<file path="src/rtl/dbg_pkg.sv">
// Shared types and sizing for the register-file dump reader.
package dbg_pkg;

  typedef enum logic [1:0] {
    IDLE   = 2'd0,
    LOAD   = 2'd1,
    SEND   = 2'd2,
    FINISH = 2'd3
  } dump_state_e;

  localparam int unsigned DEFAULT_XLEN  = 64;
  localparam int unsigned BYTES_PER_REG = DEFAULT_XLEN / 8;
  localparam int unsigned REG_IDX_W     = 5;

  // A single-byte word still needs a one-bit index register.
  function automatic int unsigned byte_idx_width(input int unsigned nbytes);
    return (nbytes > 1) ? $clog2(nbytes) : 1;
  endfunction

endpackage

</file>
<file path="src/rtl/reg_byte_serializer.sv">
// Captures one XLEN word and emits it LSB-first as bytes under valid/ready.
module reg_byte_serializer
  import dbg_pkg::*;
#(
  parameter int unsigned XLEN = DEFAULT_XLEN
) (
  input  logic            clk,
  input  logic            rst,
  input  logic            load_i,
  input  logic [XLEN-1:0] data_i,
  input  logic            ready_i,
  output logic            valid_o,
  output logic [7:0]      data_o,
  output logic            last_byte_o,
  output logic            fire_o
);

  localparam int unsigned NBYTES = XLEN / 8;
  localparam int unsigned BIDX_W = byte_idx_width(NBYTES);

  logic [XLEN-1:0]   shift_q, shift_d;
  logic [BIDX_W-1:0] byte_idx_q, byte_idx_d;
  logic              valid_q, valid_d;
  logic              last_byte;
  logic              fire;

  assign last_byte = (byte_idx_q == BIDX_W'(NBYTES - 1));
  assign fire      = valid_q & ready_i;

  always_comb begin
    shift_d    = shift_q;
    byte_idx_d = byte_idx_q;
    valid_d    = valid_q;
    if (load_i) begin
      shift_d    = data_i;
      byte_idx_d = '0;
      valid_d    = 1'b1;
    end else if (fire) begin
      shift_d = shift_q >> 8;
      if (last_byte) begin
        valid_d = 1'b0;
      end else begin
        byte_idx_d = byte_idx_q + 1'b1;
      end
    end
  end

  always_ff @(posedge clk or posedge rst) begin
    if (rst) begin
      shift_q    <= '0;
      byte_idx_q <= '0;
      valid_q    <= 1'b0;
    end else begin
      shift_q    <= shift_d;
      byte_idx_q <= byte_idx_d;
      valid_q    <= valid_d;
    end
  end

  assign valid_o     = valid_q;
  assign data_o      = shift_q[7:0];
  assign last_byte_o = last_byte;
  assign fire_o      = fire;

endmodule

</file>
<file path="src/rtl/regfile_dump_reader.sv">
// Walks register indices FIRST_REG..LAST_REG through an async read port and
// streams each captured value out as little-endian bytes.
module regfile_dump_reader
  import dbg_pkg::*;
#(
  parameter int unsigned XLEN      = DEFAULT_XLEN,
  parameter int unsigned FIRST_REG = 0,
  parameter int unsigned LAST_REG  = 31
) (
  input  logic                 clk,
  input  logic                 rst,
  input  logic                 start,
  output logic                 busy,
  output logic                 done,
  output logic [REG_IDX_W-1:0] rf_addr,
  input  logic [XLEN-1:0]      rf_data,
  output logic                 out_valid,
  input  logic                 out_ready,
  output logic [7:0]           out_data,
  output logic                 out_last
);

  localparam logic [REG_IDX_W-1:0] FIRST_IDX = REG_IDX_W'(FIRST_REG);
  localparam logic [REG_IDX_W-1:0] LAST_IDX  = REG_IDX_W'(LAST_REG);

  dump_state_e          state_q, state_d;
  logic [REG_IDX_W-1:0] reg_idx_q, reg_idx_d;
  logic [REG_IDX_W-1:0] rf_addr_q, rf_addr_d;
  logic                 ser_load;
  logic                 ser_last_byte;
  logic                 ser_fire;

  // rf_addr is registered on entry to LOAD so the read port is settled for
  // the whole LOAD cycle and simply holds afterwards.
  always_comb begin
    state_d   = state_q;
    reg_idx_d = reg_idx_q;
    rf_addr_d = rf_addr_q;
    ser_load  = 1'b0;
    unique case (state_q)
      IDLE: begin
        if (start) begin
          reg_idx_d = FIRST_IDX;
          rf_addr_d = FIRST_IDX;
          state_d   = LOAD;
        end
      end
      LOAD: begin
        ser_load = 1'b1;
        state_d  = SEND;
      end
      SEND: begin
        if (ser_fire && ser_last_byte) begin
          if (reg_idx_q == LAST_IDX) begin
            state_d = FINISH;
          end else begin
            reg_idx_d = reg_idx_q + 1'b1;
            rf_addr_d = reg_idx_q + 1'b1;
            state_d   = LOAD;
          end
        end
      end
      FINISH: begin
        state_d = IDLE;
      end
      default: begin
        state_d = IDLE;
      end
    endcase
  end

  always_ff @(posedge clk or posedge rst) begin
    if (rst) begin
      state_q   <= IDLE;
      reg_idx_q <= '0;
      rf_addr_q <= '0;
    end else begin
      state_q   <= state_d;
      reg_idx_q <= reg_idx_d;
      rf_addr_q <= rf_addr_d;
    end
  end

  reg_byte_serializer #(
    .XLEN(XLEN)
  ) u_ser (
    .clk        (clk),
    .rst        (rst),
    .load_i     (ser_load),
    .data_i     (rf_data),
    .ready_i    (out_ready),
    .valid_o    (out_valid),
    .data_o     (out_data),
    .last_byte_o(ser_last_byte),
    .fire_o     (ser_fire)
  );

  assign busy     = (state_q != IDLE);
  assign done     = (state_q == FINISH);
  assign rf_addr  = rf_addr_q;
  assign out_last = (state_q == SEND) && (reg_idx_q == LAST_IDX) && ser_last_byte;

endmodule

</file>
<file path="config.mk">
export PLATFORM = sky130hd
export DESIGN_NAME = regfile_dump_reader
export DESIGN_NICKNAME = d
export VERILOG_FILES = /design/src/rtl/dbg_pkg.sv /design/src/rtl/reg_byte_serializer.sv /design/src/rtl/regfile_dump_reader.sv
export SDC_FILE = /design/constraint.sdc
export NUM_CORES = 1
export LEC_CHECK = 0
export CORE_AREA = 10 10 95 97
export DETAILED_ROUTE_END_ITERATION = 10
export DIE_AREA = 0 0 105 107
export PLACE_DENSITY = 0.79
export SYNTH_ARGS = -nofsm -noshare
export SYNTH_HDL_FRONTEND = slang
export SYNTH_SLANG_ARGS = --single-unit
</file>
<file path="constraint.sdc">
create_clock -name clk -period 4.2 [get_ports clk]
set_input_delay 0.84 -clock clk [delete_from_list [all_inputs] [get_ports clk]]
set_output_delay 0.84 -clock clk [all_outputs]
set_load 0.01 [all_outputs]
</file>
==> results.md <==
* Crit end category: primary output
* Status: finished clean
* DIE WIDTH at 105 um
* Max-slew violation count at 0
* Routed Wire Length at 7590 um
* Via-to-Cell Ratio at 5.21
* FF+latch area at 1880 um^2
* Tmin final at 2.92 ns
* Clk buf depth at 2
* Ys Warns at 0
* Post-Syn Area at 3510 um^2
* Wire length of the first global-routing pass at 12,700 um
* Crit path largest cell delay at 0.48 ns
* Clock Skew at 0.00525 ns
* Final Util at 62.9%
* Pwr Density at 591 nW/um^2
* Post-CTS Setup Inserts at 0
* Cts bufs inserted at 9
* CTS tree: built
* Final #Nets at 463
* Worst VDD drop at 252 uV
* Final ANT Viol Nets at 0
* Cell Area, Placed at 4320 um^2
* Area leader, netlist: dfrtp_1
* Final period utilization at 69.6%
* Top FF cell, synth: dfrtp_1
* EDFF count, synth at 0
* Hold_buf cts at 0
* I/O Buffers at 84
* FP Rows at 31
* Hold WS at 0.510 ns
* Fmax at 342 MHz
* Hold Path Class: flop to flop
* Synth Instances at 322
* Placed Cells at 479
* Distinct cells, synth at 31
* Worst-Skew Late Latency at 0.34 ns
* Crit path max fanout at 6
* Setup_tns at 0 ns
* Clock Sinks at 75
* Number of global-route vias before repair at 2,700
* Rel. slew slack at 22.1%
* # resized after CTS at 0
* Net Count, Synth at 394
* Area contributors post-synth: dfrtp_1 54%, mux2i_1 17%, nand2_1 6.1%
* Required time of the critical path at 3.36 ns
* Worst path arrival time at 2.08 ns
* Initial drt markers at 107
* Worst path top cell family by delay: buffers and inverters
* DPL Wire Length at 5560 um
* Drt wl/cell at 15.3 um
* Overflow after GRT at 0
* Share of the synthesized area in the top cell type at 53.5%
* CTS H-Tree Depth at 3
* Initial core utilization at 49.1%
* Initial antenna violation count at 0
* Layout cells sized above 1 at 5.30%
* Fill count at 631
* Startpoint types: flop
* WP buf/inv at 1
* Leak at 2.07 nW
* IO Pins at 85
* Residual DRC at 0
* Max-cap check violation count at 0
* Diode count at 0
* RSZ-0062 raised after global routing: false
* Area of the core at 7140 um^2
* Full die area at 11,200 um^2
* Multi-input logic area at 1440 um^2
* Critical path class: flop to primary output
* Commonest cells after routing, fill and taps aside: 84 x clkdlybuf4s50_1, 75 x dfrtp_1, 58 x mux2i_1, 56 x nand2_1, 41 x o21ai_1
* Chip Height at 107 um
* Asr flop ratio synth at 100%
* Post-route cell area at 4490 um^2
* Final hold vios at 0
* Most common cell after layout, fill and taps aside: clkdlybuf4s50_1
* Register area share after synthesis at 53.5%
* Crit-path cells: ha_1 > and3_1 > ha_1 > and3_1 > clkdlybuf4s50_1
* Via count at 2,577
* GP Congestion at 0.791
* Avg Inst Size Synth at 10.9 um^2
* Slew @ Worst Pin at 1.17 ns
* Global Route Usage Sum at 13.6%
* Area grow syn2layout at 28.0%
* Layout Cells excl Fill at 495
* CTS clk-pin slew, worst paths at 0.07 ns
* Synth Register Bits at 75
* Final Setup Violations at 0
* First-pass DRT Iterations at 4
* Largest net degree at the start of global routing at 71
* CTS root buf: clkbuf_8
* Crit-path slowest cell: clkdlybuf4s50_1
==> final cells by class <==
type                            instances  area share (%)
Sequential cell                        75            41.8
Multi-Input combinational cell        217            32.0
Timing Repair Buffer                   86            19.3
Clock buffer                           14            3.62
Tap cell                               99            2.76
Clock inverter                          2           0.223
Inverter                                2           0.195
==> Yosys cell counts (2+ instances only) <==
master / number
a211o_1: 2
a22o_1: 10
and3_1: 4
buf_2: 3
buf_4: 16
buf_6: 4
clkbuf_1: 5
dfrtp_1: 75
ha_1: 4
inv_1: 2
mux2i_1: 58
nand2_1: 57
nand2b_1: 3
nor2_1: 3
nor2b_1: 3
nor4_1: 2
o21ai_0: 17
o21ai_1: 41
==> cell families (layout without fill, tap and decap cells) <==
group           count (synthesis)  count (layout)  share of synthesized area, %
xor+xnor                        1               1                         0.250
buf+inv                        30             104                          5.89
mux                            59              59                          16.9
simple gates                   79              79                          9.92
fa+ha+maj                       4               4                          1.43
flops                          75              75                          53.5
compound gates                 74              74                          12.1
==> path summary, 6_finish.rpt <==
path	startpoint	to	slack (ns)	cells past startpoint
max in group asynchronous	rst	u_ser.shift_q[57]	2.40	3
min in group asynchronous	rst	u_ser.shift_q[3]	1.03	2
setup / recovery	rf_addr[0]	out_last	1.28	5
hold reg to reg	u_ser.shift_q[60]	u_ser.shift_q[60]	0.51	1
hold / removal	u_ser.shift_q[60]	u_ser.shift_q[60]	0.51	1
setup reg to reg	state_q[0]	u_ser.shift_q[45]	2.13	4
==> stage by stage <==
stage | worst slack, ns | total power, mW
2_1_floorplan | 1.45 | 1.93
3_3_place_gp | 1.58 | 2.12
3_5_place_dp | 1.50 | 2.19
4_1_cts | 1.25 | 2.69
5_1_grt | 1.20 | 2.84
6_report | 1.28 | 2.65
==> registers in the layout (all words and copies together), names as in the netlist <==
signal            flops
rf_addr               5
state_q               2
u_ser.byte_idx_q      3
u_ser.shift_q        64
u_ser.valid_o         1
==> report_power, final <==
part | total [mW] | internal (mW) | switching, mW
registers | 1.20 | 1.02 | 0.184
clock network | 0.492 | 0.246 | 0.246
logic | 0.961 | 0.490 | 0.472
==> worst reg2reg max path, delay by kind of cell (launching register included) <==
family / cells / cell delay, ns
flops: 1 / 0.44
buf+inv: 1 / 0.37
simple gates: 2 / 1.10
compound gates: 1 / 0.08
==> routing by layer <==
metal	up-vias	share of wire [%]	global-route usage [%]
li1	1262	-	-
met1	1230	49	17.2
met2	74	45	21.6
met3	11	4.8	3.35
met4	0	1.7	6.18
met5	-	0	0
(Power assumes the default switching activity.)
